**config.mk**
```make
export PLATFORM = sky130hd
export DESIGN_NAME = dram_wbuf
export DESIGN_NICKNAME = d
export VERILOG_FILES = /design/src/rtl/dram_wbuf_pkg.sv /design/src/rtl/wbuf_fifo.sv /design/src/rtl/dram_wbuf.sv
export SDC_FILE = /design/constraint.sdc
export NUM_CORES = 1
export LEC_CHECK = 0
export CORE_ASPECT_RATIO = 0.8
export CORE_MARGIN = 3
export CORE_UTILIZATION = 45
export DETAILED_ROUTE_END_ITERATION = 8
export GPL_ROUTABILITY_DRIVEN = 0
export PLACE_DENSITY_LB_ADDON = 0.08
export SETUP_SLACK_MARGIN = 0.02
export SYNTH_ARGS = -nofsm -noshare
export SYNTH_HDL_FRONTEND = slang
export SYNTH_SLANG_ARGS = --single-unit
```
**constraint.sdc**
```tcl
create_clock -name clk -period 5.6 [get_ports clk]
set_clock_uncertainty 0.2 [all_clocks]
set_input_delay 1.4 -clock clk [delete_from_list [all_inputs] [get_ports clk]]
set_output_delay 1.4 -clock clk [all_outputs]
set_load 0.1 [all_outputs]
```
**src/rtl/dram_wbuf_pkg.sv**
```systemverilog
// Shared definitions for the DRAM posted-write buffer: drain FSM states and
// the default DRAM byte-address width.
package dram_wbuf_pkg;

  localparam int MEM_SCALE_DEF = 27;

  typedef enum logic [1:0] {
    ST_IDLE    = 2'd0,
    ST_WR_WAIT = 2'd1,
    ST_RD_WAIT = 2'd2
  } drain_state_e;

endpackage

```
**src/rtl/wbuf_fifo.sv**
```systemverilog
// Posted-write FIFO: power-of-two depth, naturally wrapping pointers and an
// occupancy counter. A push is accepted when full only if a pop happens in
// the same cycle, so the level never exceeds DEPTH or goes below zero.
module wbuf_fifo #(
  parameter  int WIDTH = 63,
  parameter  int DEPTH = 4,
  localparam int AW    = $clog2(DEPTH)
) (
  input  logic             clk,
  input  logic             rst_x,
  input  logic             push,
  input  logic [WIDTH-1:0] push_data,
  input  logic             pop,
  output logic [WIDTH-1:0] head,
  output logic             full,
  output logic             empty,
  output logic [AW:0]      level
);

  logic [WIDTH-1:0] mem_q [DEPTH];
  logic [AW-1:0]    wr_ptr_q, wr_ptr_d;
  logic [AW-1:0]    rd_ptr_q, rd_ptr_d;
  logic [AW:0]      count_q, count_d;
  logic             do_push, do_pop;

  assign full  = (count_q == (AW+1)'(DEPTH));
  assign empty = (count_q == '0);
  assign head  = mem_q[rd_ptr_q];
  assign level = count_q;

  // Next pointer and occupancy values from the qualified push/pop.
  always_comb begin
    // NOTE: combinational blocks use blocking '=' and give every output a
    // default first, so no latch is inferred on any path.
    do_pop   = pop && !empty;
    do_push  = push && (!full || do_pop);
    wr_ptr_d = do_push ? wr_ptr_q + AW'(1) : wr_ptr_q;
    rd_ptr_d = do_pop  ? rd_ptr_q + AW'(1) : rd_ptr_q;
    count_d  = count_q;
    if (do_push && !do_pop) count_d = count_q + (AW+1)'(1);
    if (do_pop && !do_push) count_d = count_q - (AW+1)'(1);
  end

  // Pointer and occupancy registers.
  always_ff @(posedge clk or negedge rst_x) begin
    // NOTE: sequential state uses non-blocking '<=' so every flop samples
    // the pre-edge values of the others.
    if (!rst_x) begin
      wr_ptr_q <= '0;
      rd_ptr_q <= '0;
      count_q  <= '0;
    end else begin
      wr_ptr_q <= wr_ptr_d;
      rd_ptr_q <= rd_ptr_d;
      count_q  <= count_d;
    end
  end

  // Entry storage.
  // NOTE: storage has no reset; the cleared pointers and count define which
  // entries are valid, so stale contents are never observed.
  always_ff @(posedge clk) begin
    if (do_push) mem_q[wr_ptr_q] <= push_data;
  end

endmodule

```
**src/rtl/dram_wbuf.sv**
```systemverilog
// DRAM posted-write buffer between the data cache super port and the DRAM
// arbiter data port. Writes are acknowledged as soon as they enter the FIFO
// (or a single pending slot when it is full); reads wait until every earlier
// write has drained, preserving program order.
module dram_wbuf
  import dram_wbuf_pkg::*;
#(
  parameter  int MEM_SCALE = MEM_SCALE_DEF,
  parameter  int DEPTH     = 4,
  localparam int LW        = $clog2(DEPTH) + 1,
  localparam int EW        = MEM_SCALE + 36
) (
  input  logic                 clk,
  input  logic                 rst_x,
  input  logic                 up_oe,
  input  logic [MEM_SCALE-1:0] up_addr,
  input  logic [31:0]          up_wdata,
  input  logic [3:0]           up_we,
  output logic [31:0]          up_rdata,
  output logic                 up_valid,
  output logic                 up_written,
  output logic                 dn_oe,
  output logic [MEM_SCALE-1:0] dn_addr,
  output logic [31:0]          dn_wdata,
  output logic [3:0]           dn_we,
  input  logic [31:0]          dn_rdata,
  input  logic                 dn_valid,
  input  logic                 dn_written,
  output logic [LW-1:0]        level
);

  drain_state_e         state_q, state_d;
  logic                 busy_q, busy_d;
  logic                 wr_pend_q, wr_pend_d;
  logic                 rd_pend_q, rd_pend_d;
  logic [MEM_SCALE-1:0] req_addr_q, req_addr_d;
  logic [31:0]          req_wdata_q, req_wdata_d;
  logic [3:0]           req_we_q, req_we_d;
  logic                 dn_oe_q, dn_oe_d;
  logic [MEM_SCALE-1:0] dn_addr_q, dn_addr_d;
  logic [31:0]          dn_wdata_q, dn_wdata_d;
  logic [3:0]           dn_we_q, dn_we_d;
  logic                 up_written_q, up_written_d;
  logic                 up_valid_q, up_valid_d;
  logic [31:0]          up_rdata_q, up_rdata_d;

  logic                 accept, is_wr, rd_issue;
  logic                 push, pop, fifo_full, fifo_empty;
  logic [EW-1:0]        push_data, fifo_head;

  wbuf_fifo #(.WIDTH(EW), .DEPTH(DEPTH)) u_fifo (
    .clk       (clk),
    .rst_x     (rst_x),
    .push      (push),
    .push_data (push_data),
    .pop       (pop),
    .head      (fifo_head),
    .full      (fifo_full),
    .empty     (fifo_empty),
    .level     (level)
  );

  // Drain FSM plus upstream acceptance; the FSM part runs first because a
  // full-FIFO write and a read fast path both depend on this cycle's pop/issue.
  always_comb begin
    state_d      = state_q;
    busy_d       = busy_q;
    wr_pend_d    = wr_pend_q;
    rd_pend_d    = rd_pend_q;
    req_addr_d   = req_addr_q;
    req_wdata_d  = req_wdata_q;
    req_we_d     = req_we_q;
    dn_oe_d      = 1'b0;
    dn_addr_d    = dn_addr_q;
    dn_wdata_d   = dn_wdata_q;
    dn_we_d      = dn_we_q;
    up_written_d = 1'b0;
    up_valid_d   = 1'b0;
    up_rdata_d   = up_rdata_q;
    push         = 1'b0;
    pop          = 1'b0;
    push_data    = {up_addr, up_wdata, up_we};
    rd_issue     = 1'b0;
    accept       = up_oe && !busy_q;
    is_wr        = |up_we;

    unique case (state_q)
      ST_IDLE: begin
        if (!fifo_empty) begin
          dn_oe_d                          = 1'b1;
          {dn_addr_d, dn_wdata_d, dn_we_d} = fifo_head;
          state_d                          = ST_WR_WAIT;
        end else if (rd_pend_q || (accept && !is_wr)) begin
          rd_issue   = 1'b1;
          dn_oe_d    = 1'b1;
          dn_addr_d  = rd_pend_q ? req_addr_q : up_addr;
          dn_wdata_d = '0;
          dn_we_d    = '0;
          rd_pend_d  = 1'b0;
          state_d    = ST_RD_WAIT;
        end
      end
      ST_WR_WAIT: begin
        if (dn_written) begin
          pop     = 1'b1;
          state_d = ST_IDLE;
        end
      end
      ST_RD_WAIT: begin
        if (dn_valid) begin
          up_rdata_d = dn_rdata;
          up_valid_d = 1'b1;
          state_d    = ST_IDLE;
        end
      end
      default: state_d = ST_IDLE;
    endcase

    if (accept) begin
      busy_d      = 1'b1;
      req_addr_d  = up_addr;
      req_wdata_d = up_wdata;
      req_we_d    = up_we;
      if (is_wr) begin
        if (!fifo_full || pop) begin
          push         = 1'b1;
          up_written_d = 1'b1;
        end else begin
          wr_pend_d = 1'b1;
        end
      end else if (!rd_issue) begin
        rd_pend_d = 1'b1;
      end
    end else if (wr_pend_q && pop) begin
      push         = 1'b1;
      push_data    = {req_addr_q, req_wdata_q, req_we_q};
      wr_pend_d    = 1'b0;
      up_written_d = 1'b1;
    end

    if (up_written_d || up_valid_d) busy_d = 1'b0;
  end

  // State, request and output registers; reset aborts any in-flight work.
  always_ff @(posedge clk or negedge rst_x) begin
    if (!rst_x) begin
      state_q      <= ST_IDLE;
      busy_q       <= 1'b0;
      wr_pend_q    <= 1'b0;
      rd_pend_q    <= 1'b0;
      req_addr_q   <= '0;
      req_wdata_q  <= '0;
      req_we_q     <= '0;
      dn_oe_q      <= 1'b0;
      dn_addr_q    <= '0;
      dn_wdata_q   <= '0;
      dn_we_q      <= '0;
      up_written_q <= 1'b0;
      up_valid_q   <= 1'b0;
      up_rdata_q   <= '0;
    end else begin
      state_q      <= state_d;
      busy_q       <= busy_d;
      wr_pend_q    <= wr_pend_d;
      rd_pend_q    <= rd_pend_d;
      req_addr_q   <= req_addr_d;
      req_wdata_q  <= req_wdata_d;
      req_we_q     <= req_we_d;
      dn_oe_q      <= dn_oe_d;
      dn_addr_q    <= dn_addr_d;
      dn_wdata_q   <= dn_wdata_d;
      dn_we_q      <= dn_we_d;
      up_written_q <= up_written_d;
      up_valid_q   <= up_valid_d;
      up_rdata_q   <= up_rdata_d;
    end
  end

  assign dn_oe      = dn_oe_q;
  assign dn_addr    = dn_addr_q;
  assign dn_wdata   = dn_wdata_q;
  assign dn_we      = dn_we_q;
  assign up_written = up_written_q;
  assign up_valid   = up_valid_q;
  assign up_rdata   = up_rdata_q;

endmodule

```
==> reports/metrics.cfg, run 1 <==
[logic_synthesis]
synthTopCellsByCount = nand2_1 (314), edfxtp_1 (252), dfrtp_1 (173)
synth_flop_cell = edfxtp_1
synth.top_cell.area_share_pct = 44.7
synth_cell_types = 35
yosys.area.top_type = edfxtp_1
syn-num-nets = 1236
ys_seq_elements = 425
synthCells = 1130
synth-edff-count = 252
yosysWarningCount = 0
synthTopCellsByArea = edfxtp_1 (45%), dfrtp_1 (26%), mux4_2 (8.4%), nand2_1 (7.0%), mux2_2 (4.3%)
async_flop_share_pct = 40.7
ys_seq_area_share_pct = 70.3
yosysMostFrequentCell = nand2_1
syn_avg_cell_area_um2 = 15.0
syn-cell-area_um2 = 16900

[timing]
slew_headroom_pct = 24.4
slew_violations = 0
fin_crit_sh_pct = 74.7
finalSetupViolCount = 0
fin_crit_ns = 4.18
max_freq_ghz = 0.239
worst_pin_slew_ns = 1.13
rsz0062_at_grt = no
final-hold-violation-count = 0
setup-tns-final_ns = 0

[clock_tree]
clockRootBuffer = clkbuf_16
clock-sinks = 425
clock_latency_ns = 0.53
clk_path_buf_depth = 3
cts_resized = 0
cts_setup_buffers = 0
cts_made_buffers = 42
cts_tree = built
htree_levels = 2
path_clk_slew_ns = 0.06
cts_hold_buffers = 0

[detailed_routing]
drt_iter0_drc = 643
wire_per_inst_um = 20.9
drc_errors = 0
vias = 9683
vias_per_cell = 5.28
drt-total-wl_mm = 38.3
drtPass1Iterations = 4
ant_nets = 0

[worst_setup_path]
crit_arrival_ns = 4.35
reg2reg_from = u_fifo.level[1]$_DFFE_PN0P_
cp_slowest_cell = a211oi_4
worst-path-max-fanout = 64
critical_path_class = input pin to flip-flop
max_stage_delay_ns = 0.97
cp_top_family = compound AO/OA/AOI/OAI gates
cp_cell_sequence = clkdlybuf4s50_1 > nor2b_4 > buf_4 > a211oi_4 > nand2b_4 > o21ai_0
crit_start = up_oe
cp-start-kind = input pin
critPathRequiredTime_ns = 5.77
cp-end-kind = flip-flop
path_buf_inv = 2

[grt]
grt_start_max_net_pins = 103
grt_pass1_vias = 9882
grt_pass1_wl_mm = 60.3
grt_usage_pct = 19.1
antenna_found_initial = 1
gr-total-overflow = 0

[floorplan]
fp.dieArea_um2 = 40000
rows = 62
fp.dieW_um = 223
die_y_um = 179
pin_count = 201
core_area_um2 = 36500
start_util_pct = 46.4

[finish]
area_delta_synth_final_pct = 22.5
final_nets = 1427
drive_above_1_share_pct = 16.1

[hold_path]
hp-start = req_wdata_q[13]$_DFFE_PN0P_
worstHoldPathType = flip-flop to flip-flop

[pwr]
power_mw = 12.1
pwr_density_cell_nw_per_um2 = 583
p_leak_nw = 7.93
ir_worst_vdd_v = 0.000363

[run]
maxCapViolCount = 0

[place]
hpwlAfterDp_mm = 22.5
port_buffers = 200

[outcome]
outcome = finished clean

[power breakdown]
group | switching, mW | internal, mW | total (mW)
clock network | 1.15 | 1.61 | 2.76
logic | 3.34 | 1.47 | 4.81
registers | 0.531 | 3.99 | 4.52
[worst paths after layout]
path	slack (ns)	depth (start not counted)	to
min reg2reg	0.27	2	req_wdata_q[13]$_DFFE_PN0P_
min in group asynchronous	0.77	1	up_rdata[10]$_DFFE_PN0P_
max in group asynchronous	3.36	2	req_wdata_q[14]$_DFFE_PN0P_
min	0.27	2	req_wdata_q[13]$_DFFE_PN0P_
max	1.42	6	dn_addr[3]$_DFFE_PN0P_
max reg2reg	2.31	4	dn_addr[3]$_DFFE_PN0P_
[logic make-up (layout without fill, tap and decap cells)]
family / after synthesis / in the layout / share of synthesized area [%]
flip-flops: 425 / 425 / 70.3
AND/OR/NAND/NOR: 339 / 339 / 7.96
multiplexers: 155 / 155 / 14.3
AO/OA/AOI/OAI: 126 / 126 / 4.67
buffers and inverters: 73 / 297 / 1.97
adder cells (fa/ha/maj): 6 / 6 / 0.488
XOR/XNOR: 6 / 6 / 0.311
other: 0 / 1 / 0
[metrics by stage]
step / util [%] / std cells / setup slack [ns] / hold slack, ns / cell area (um^2)
2_1_floorplan: - / 1130 / 1.28 / 0.242 / 16900
3_3_place_gp: 53.2 / 1757 / 0.988 / 0.253 / 19400
3_5_place_dp: 53.2 / 1757 / 0.822 / 0.258 / 19400
4_1_cts: 56.9 / 1834 / 1.33 / 0.274 / 20700
5_1_grt: 56.9 / 1835 / 1.19 / 0.292 / 20700
6_report: 56.9 / 1835 / 1.42 / 0.271 / 20700
[registers in the layout (all words and copies together) (netlist names)]
register,count
busy_q,1
dn_addr,27
dn_oe,1
dn_wdata,32
dn_we,4
rd_pend_q,1
req_addr_q,27
req_wdata_q,32
req_we_q,4
state_q,2
u_fifo.level,3
u_fifo.mem_q,252
u_fifo.rd_ptr_q,2
u_fifo.wr_ptr_q,2
up_rdata,32
up_valid,1
up_written,1
wr_pend_q,1
[area by class of cell]
class | count | area (um^2)
fill | 2970 | 15700
tap | 480 | 601
clock inverter | 13 | 119
antenna | 1 | 2.50
timing repair buffer | 212 | 2100
clock buffer | 64 | 1230
multi-input combinational | 632 | 4750
sequential | 425 | 11900
inverter | 8 | 30.0
[placed cells by master, fill, tap and decap left out, types with 2 or more instances in the layout]
| cell type | synthesis | final |
|---|---|---|
| a22o_1 | 36 | 36 |
| clkbuf_16 | 0 | 43 |
| bufinv_16 | 0 | 2 |
| xnor2_1 | 3 | 3 |
| clkbuf_8 | 0 | 9 |
| clkdlybuf4s50_1 | 0 | 199 |
| nand2b_4 | 0 | 2 |
| mux2i_1 | 28 | 28 |
| a21oi_1 | 4 | 4 |
| ha_1 | 5 | 5 |
| clkinvlp_4 | 0 | 2 |
| clkinv_1 | 0 | 4 |
| clkbuf_1 | 37 | 13 |
| nand2_1 | 314 | 314 |
| buf_4 | 4 | 12 |
| dfrtp_1 | 173 | 170 |
| and2_4 | 0 | 4 |
| dfrtp_4 | 0 | 2 |
| clkinv_2 | 0 | 4 |
| nand3b_1 | 3 | 3 |
| edfxtp_1 | 252 | 252 |
| o21ai_0 | 83 | 83 |
| inv_1 | 8 | 8 |
| mux2_2 | 64 | 64 |
| mux4_2 | 63 | 63 |
| xor2_1 | 3 | 3 |
| nor2_1 | 6 | 5 |
[tightest hold or removal path: stages (launching register included)]
cell,delay [ns]
dfrtp_1,0.34
nand2_1,0.05
nand2_1,0.05
[layer usage]
metal,part of all wire [%],wire (um),vias to the layer above,track usage (%)
li1,-,-,4476,-
met1,47,18200,4944,28.7
met2,46,17800,219,29.6
met3,4.5,1730,44,3.38
met4,1.7,635,0,4.25
met5,0,0,-,0
(Power assumes the default switching activity.)
==> inputs of run 2 (changes only) <==
==> constraint.sdc (replaced) <==
create_clock -name clk -period 3.5 [get_ports clk]
set_clock_uncertainty 0.2 [all_clocks]
set_input_delay 0.875 -clock clk [delete_from_list [all_inputs] [get_ports clk]]
set_output_delay 0.875 -clock clk [all_outputs]
set_load 0.1 [all_outputs]
==> reports/metrics.cfg, run 2 (synthesized netlist as in run 1, its figures left out) <==
[outcome]
outcome = finished clean

[worst_setup_path]
critical_path_class = input pin to flip-flop
cp-start-kind = input pin
crit_end = u_fifo.level[2]$_DFFE_PN0P_
critPathRequiredTime_ns = 3.76  ; -2.01 ns
ff2ff_setup_slack_ns = 1.10  ; -1.21 ns
cp_top_family = buffers and inverters
max_stage_delay_ns = 0.47  ; -0.50 ns
path_buf_inv = 3  ; +1
worst-path-max-fanout = 3  ; -95%
cp_cell_sequence = clkdlybuf4s50_1 > nor4_4 > a211oi_2 > inv_1 > ha_1 > inv_1 > fa_1 > xor2_1 > nor2_1 > xor2_1
cp_slowest_cell = clkdlybuf4s50_1
crit_start = up_we[3]
cp-end-kind = flip-flop
reg2regPathDepth = 4  ; unchanged
reg2reg_from = u_fifo.rd_ptr_q[0]$_DFFE_PN0P_
cp.depth = 10  ; +4
crit_arrival_ns = 3.07  ; -1.28 ns
reg2reg_to = dn_addr[25]$_DFFE_PN0P_

[place]
dp_cells = 1780  ; +1.3%
hpwlAfterDp_mm = 23.9  ; +6.2%
port_buffers = 200  ; unchanged

[timing]
worst_pin_slew_ns = 0.911  ; -0.219 ns
slew_violations = 0  ; unchanged
finalSetupViolCount = 0  ; unchanged
setup-tns-final_ns = 0  ; unchanged
final-hold-violation-count = 0  ; unchanged
fin_crit_sh_pct = 80.4
slew_headroom_pct = 39.2  ; +15 points
rsz0062_at_grt = no
fin_crit_ns = 2.82
max_freq_ghz = 0.355

[clock_tree]
path_clk_slew_ns = 0.06  ; about the same
cts_tree = built
htree_levels = 2  ; unchanged
clock-sinks = 425  ; unchanged
cts_made_buffers = 43  ; +2.4%
cts_hold_buffers = 0  ; unchanged
clk_path_buf_depth = 3  ; unchanged
cts_setup_buffers = 0  ; unchanged
clock_latency_ns = 0.55  ; +0.02 ns
clockRootBuffer = clkbuf_16
cts_resized = 0  ; unchanged

[grt]
gr-total-overflow = 0  ; unchanged
antenna_found_initial = 1  ; unchanged
grt_pass1_vias = 10300  ; +3.9%
grt_pass1_wl_mm = 61.2  ; +1.6%
grt_start_max_net_pins = 65  ; -37%
grt_usage_pct = 19.5  ; +0.42 points

[floorplan]
rows = 62  ; unchanged
start_util_pct = 46.4  ; unchanged
pin_count = 201  ; unchanged
fp.dieArea_um2 = 40000  ; unchanged
fp.dieW_um = 223  ; unchanged
die_y_um = 179  ; unchanged
core_area_um2 = 36500  ; unchanged

[pwr]
p_leak_nw = 8.27  ; +4.2%
ir_worst_vdd_v = 0.000761  ; +110%
pwr_density_cell_nw_per_um2 = 926  ; +59%

[hold_path]
worstHoldPathType = input pin to async pin

[detailed_routing]
wire_per_inst_um = 20.9  ; +0.10%
vias = 9731  ; +0.50%
vias_per_cell = 5.23  ; -0.86%
drt_iter0_drc = 616  ; -4.2%
drc_errors = 0  ; unchanged
drtPass1Iterations = 5  ; +1
ant_nets = 0  ; unchanged
drt-total-wl_mm = 38.9  ; +1.5%

[finish]
largest_register = u_fifo.mem_q
final_cell_mix = nand2_1 (314), edfxtp_1 (252), dfrtp_1 (170)
finalNonFillerCells = 1860  ; +1.4%
final_nets = 1451  ; +1.7%
area_delta_synth_final_pct = 23.3
largest_reg_flops = 252  ; unchanged
final_common_cell = nand2_1
antennaDiodeCount = 0  ; -1
drive_above_1_share_pct = 24.7  ; +8.6 points

[run]
maxCapViolCount = 0  ; unchanged

-- run 2: cell count changes in the layout (fill, tap and decap cells not counted), sizes merged --
cell	before	now
clkdlybuf4s50	199	98
clkinv	8	12
clkinvlp	2	1
buf	12	136
diode	1	0
-- run 2: cell type report --
class / instances / area, um^2
multi-input cells: 632 / 4750
inverters: 8 / 30.0
fillers: 2928 / 15600
flip-flops and latches: 425 / 11900
repair buffers: 235 / 2220
well taps: 480 / 601
clock buffers: 64 / 1230
clock inverters: 16 / 140
-- run 2: metal layers --
layer / track usage [%] / wire length, um / share of wire [%]
met5: 0 / 11 / 0.028
met4: 4.40 / 650 / 1.7
met3: 3.29 / 1760 / 4.5
met2: 31.5 / 18800 / 48
met1: 28.2 / 17700 / 45
-- run 2: power by group --
part | internal [mW] | switching, mW | total (mW)
clock network | 2.58 | 1.84 | 4.42
registers | 6.39 | 0.819 | 7.20
logic | 2.30 | 5.39 | 7.70
total | 11.3 | 8.05 | 19.3
-- run 2: how the worst min path moves through the flow --
stage / start / endpoint / slack (ns) / depth (start not counted)
finish: rst_x / up_rdata[2]$_DFFE_PN0P_ / 0.14 / 1
global route: rst_x / up_rdata[2]$_DFFE_PN0P_ / 0.16 / 1
CTS: rst_x / up_rdata[2]$_DFFE_PN0P_ / 0.14 / 1
detailed placement: req_wdata_q[21]$_DFFE_PN0P_ / req_wdata_q[21]$_DFFE_PN0P_ / 0.26 / 2
global placement: req_wdata_q[16]$_DFFE_PN0P_ / req_wdata_q[16]$_DFFE_PN0P_ / 0.25 / 2
floorplan: req_wdata_q[0]$_DFFE_PN0P_ / req_wdata_q[0]$_DFFE_PN0P_ / 0.24 / 2
-- run 2: through the flow --
| stage | util, % | hold slack, ns | area [um^2] | power [mW] | setup slack, ns |
|---|---|---|---|---|---|
| 4_1_cts | 57.2 | 0.143 | 20900 | 19.6 | 0.674 |
| 5_1_grt | 57.2 | 0.157 | 20900 | 20.3 | 0.604 |
| 2_1_floorplan | - | 0.242 | 16900 | 13.0 | 0.232 |
| 3_5_place_dp | 53.5 | 0.258 | 19500 | 15.1 | 0.118 |
| 6_report | 57.2 | 0.136 | 20900 | 19.3 | 0.684 |
| 3_3_place_gp | 53.5 | 0.252 | 19500 | 15.0 | 0.156 |
-- run 2: worst register-to-register path, stage by stage, from the launching register on --
cell,delay [ns]
dfrtp_4,0.87
buf_4,0.36
mux4_2,0.54
o21ai_0,0.20
o21ai_0,0.10
==> inputs of run 3 (changes only) <==
==> constraint.sdc (replaced) <==
create_clock -name clk -period 2.7 [get_ports clk]
set_clock_uncertainty 0.2 [all_clocks]
set_input_delay 0.675 -clock clk [delete_from_list [all_inputs] [get_ports clk]]
set_output_delay 0.675 -clock clk [all_outputs]
set_load 0.1 [all_outputs]
==> reports/metrics.cfg, run 3 (synthesized netlist as in run 1, its figures left out) <==
[place]
port_buffers = 200  ; unchanged
hpwlAfterDp_mm = 24.7  ; +3.5%
dp_cells = 1801  ; +1.2%

[detailed_routing]
wire_per_inst_um = 20.9  ; -0.20%
drtPass1Iterations = 4  ; -1
drt_iter0_drc = 719  ; +17%
drt-total-wl_mm = 39.2  ; +0.87%
drc_errors = 0  ; unchanged
vias_per_cell = 5.22  ; -0.21%
ant_nets = 0  ; unchanged
vias = 9815  ; +0.86%

[timing]
rsz0062_at_grt = no
slew_headroom_pct = 29.6  ; -9.6 points
fin_crit_sh_pct = 89.8
finalSetupViolCount = 0  ; unchanged
worst_pin_slew_ns = 1.05  ; +0.142 ns
max_freq_ghz = 0.412
final-hold-violation-count = 0  ; unchanged
fin_crit_ns = 2.43
fin_hold_ws_ns = 0.270  ; +0.134 ns
slew_violations = 0  ; unchanged

[run]
maxCapViolCount = 0  ; unchanged

[grt]
gr-total-overflow = 0  ; unchanged
grt_pass1_wl_mm = 61.9  ; +1.1%
antenna_found_initial = 1  ; unchanged
grt_usage_pct = 19.8  ; +0.23 points
grt_pass1_vias = 10300  ; +0.19%
grt_start_max_net_pins = 64  ; -1.5%

[clock_tree]
cts_hold_buffers = 1  ; +1
htree_levels = 2  ; unchanged
clk_path_buf_depth = 3  ; unchanged
cts_setup_buffers = 0  ; unchanged
cts_tree = built
clockRootBuffer = clkbuf_16
clock_latency_ns = 0.54  ; about the same
clock-sinks = 425  ; unchanged
path_clk_slew_ns = 0.06  ; about the same
cts_resized = 0  ; unchanged
cts_made_buffers = 42  ; -2.3%

[worst_setup_path]
worst-path-max-fanout = 2  ; -1
cp_slowest_cell = clkdlybuf4s50_1
critPathRequiredTime_ns = 2.97  ; -0.79 ns
cp_cell_sequence = clkdlybuf4s50_1 > nor4_4 > buf_4 > a211oi_2 > inv_1 > ha_1 > inv_1 > fa_1 > xor2_1 > nor2_1 > xor2_1
crit_arrival_ns = 2.69  ; -0.38 ns
cp_top_family = buffers and inverters
cp-end-kind = flip-flop
path_buf_inv = 4  ; +1
cp-start-kind = input pin
critical_path_class = input pin to flip-flop
max_stage_delay_ns = 0.46  ; about the same

[pwr]
p_leak_nw = 8.40  ; +1.6%
power_mw = 25.3  ; +31%
ir_worst_vdd_v = 0.000784  ; +3.1%
pwr_density_cell_nw_per_um2 = 1200  ; +29%

[finish]
drive_above_1_share_pct = 26.4  ; +1.7 points
area_delta_synth_final_pct = 24.7
largest_reg_flops = 252  ; unchanged
final_common_cell = nand2_1
finalNonFillerCells = 1880  ; +1.1%
fillCellCount = 2838  ; -3.1%
largest_register = u_fifo.mem_q
final_nets = 1472  ; +1.4%
final_cell_mix = nand2_1 (314), edfxtp_1 (252), dfrtp_1 (167)

[floorplan]
pin_count = 201  ; unchanged
start_util_pct = 46.4  ; unchanged
die_y_um = 179  ; unchanged
fp.dieArea_um2 = 40000  ; unchanged
core_area_um2 = 36500  ; unchanged
rows = 62  ; unchanged
fp.dieW_um = 223  ; unchanged

[outcome]
outcome = finished clean

[hold_path]
worstHoldPathType = flip-flop to flip-flop

-- run 3: where the power goes --
part | switching (mW) | leakage (nW) | total (mW) | internal (mW)
clock network | 2.42 | 0.665 | 5.77 | 3.35
registers | 0.998 | 4.45 | 9.28 | 8.28
logic | 7.13 | 3.28 | 10.2 | 3.12
total | 10.5 | 8.40 | 25.3 | 14.7
-- run 3: worst min-delay path: stages (launching register included) --
cell	delay (ns)
dfrtp_1	0.34
nand2_1	0.05
nand2_1	0.05
-- run 3: final cells by class --
| class | instances | area (um^2) | area share, % |
|---|---|---|---|
| Clock buffer | 60 | 1220 | 5.79 |
| Antenna cell | 1 | 2.50 | 0.0119 |
| Inverter | 8 | 30.0 | 0.142 |
| Tap cell | 480 | 601 | 2.85 |
| Clock inverter | 17 | 139 | 0.658 |
| Timing Repair Buffer | 257 | 2450 | 11.6 |
| Sequential cell | 425 | 11900 | 56.4 |
| Multi-Input combinational cell | 632 | 4750 | 22.5 |
-- run 3: routing by layer --
| metal | global-route usage [%] | wire length, um |
|---|---|---|
| met2 | 31.6 | 18600 |
| met3 | 3.13 | 1570 |
| met4 | 4.65 | 807 |
| met5 | 0 | 0 |
| met1 | 29.0 | 18300 |
-- run 3: through the flow --
stage	worst slack [ns]	cell area, um^2	TNS [ns]	utilization [%]
final	0.274	21100	0	57.9
after detailed placement	-0.280	19700	-55.39	54.1
after global placement	-0.323	19700	-54.25	54.1
after global routing	0.102	21100	0	57.9
after floorplan	0.0350	16900	0	-
after CTS	0.278	21100	0	57.9
-- run 3: final timing paths --
kind | from | to | slack, ns | cells past startpoint
setup / recovery | up_we[3] | u_fifo.level[2]$_DFFE_PN0P_ | 0.27 | 11
max in group asynchronous | rst_x | dn_wdata[1]$_DFFE_PN0P_ | 1.17 | 3
hold reg to reg | req_wdata_q[10]$_DFFE_PN0P_ | req_wdata_q[10]$_DFFE_PN0P_ | 0.27 | 2
hold / removal | req_wdata_q[10]$_DFFE_PN0P_ | req_wdata_q[10]$_DFFE_PN0P_ | 0.27 | 2
min in group asynchronous | rst_x | up_rdata[6]$_DFFE_PN0P_ | 0.44 | 2
setup reg to reg | state_q[1]$_DFFE_PN0P_ | u_fifo.level[2]$_DFFE_PN0P_ | 0.44 | 9
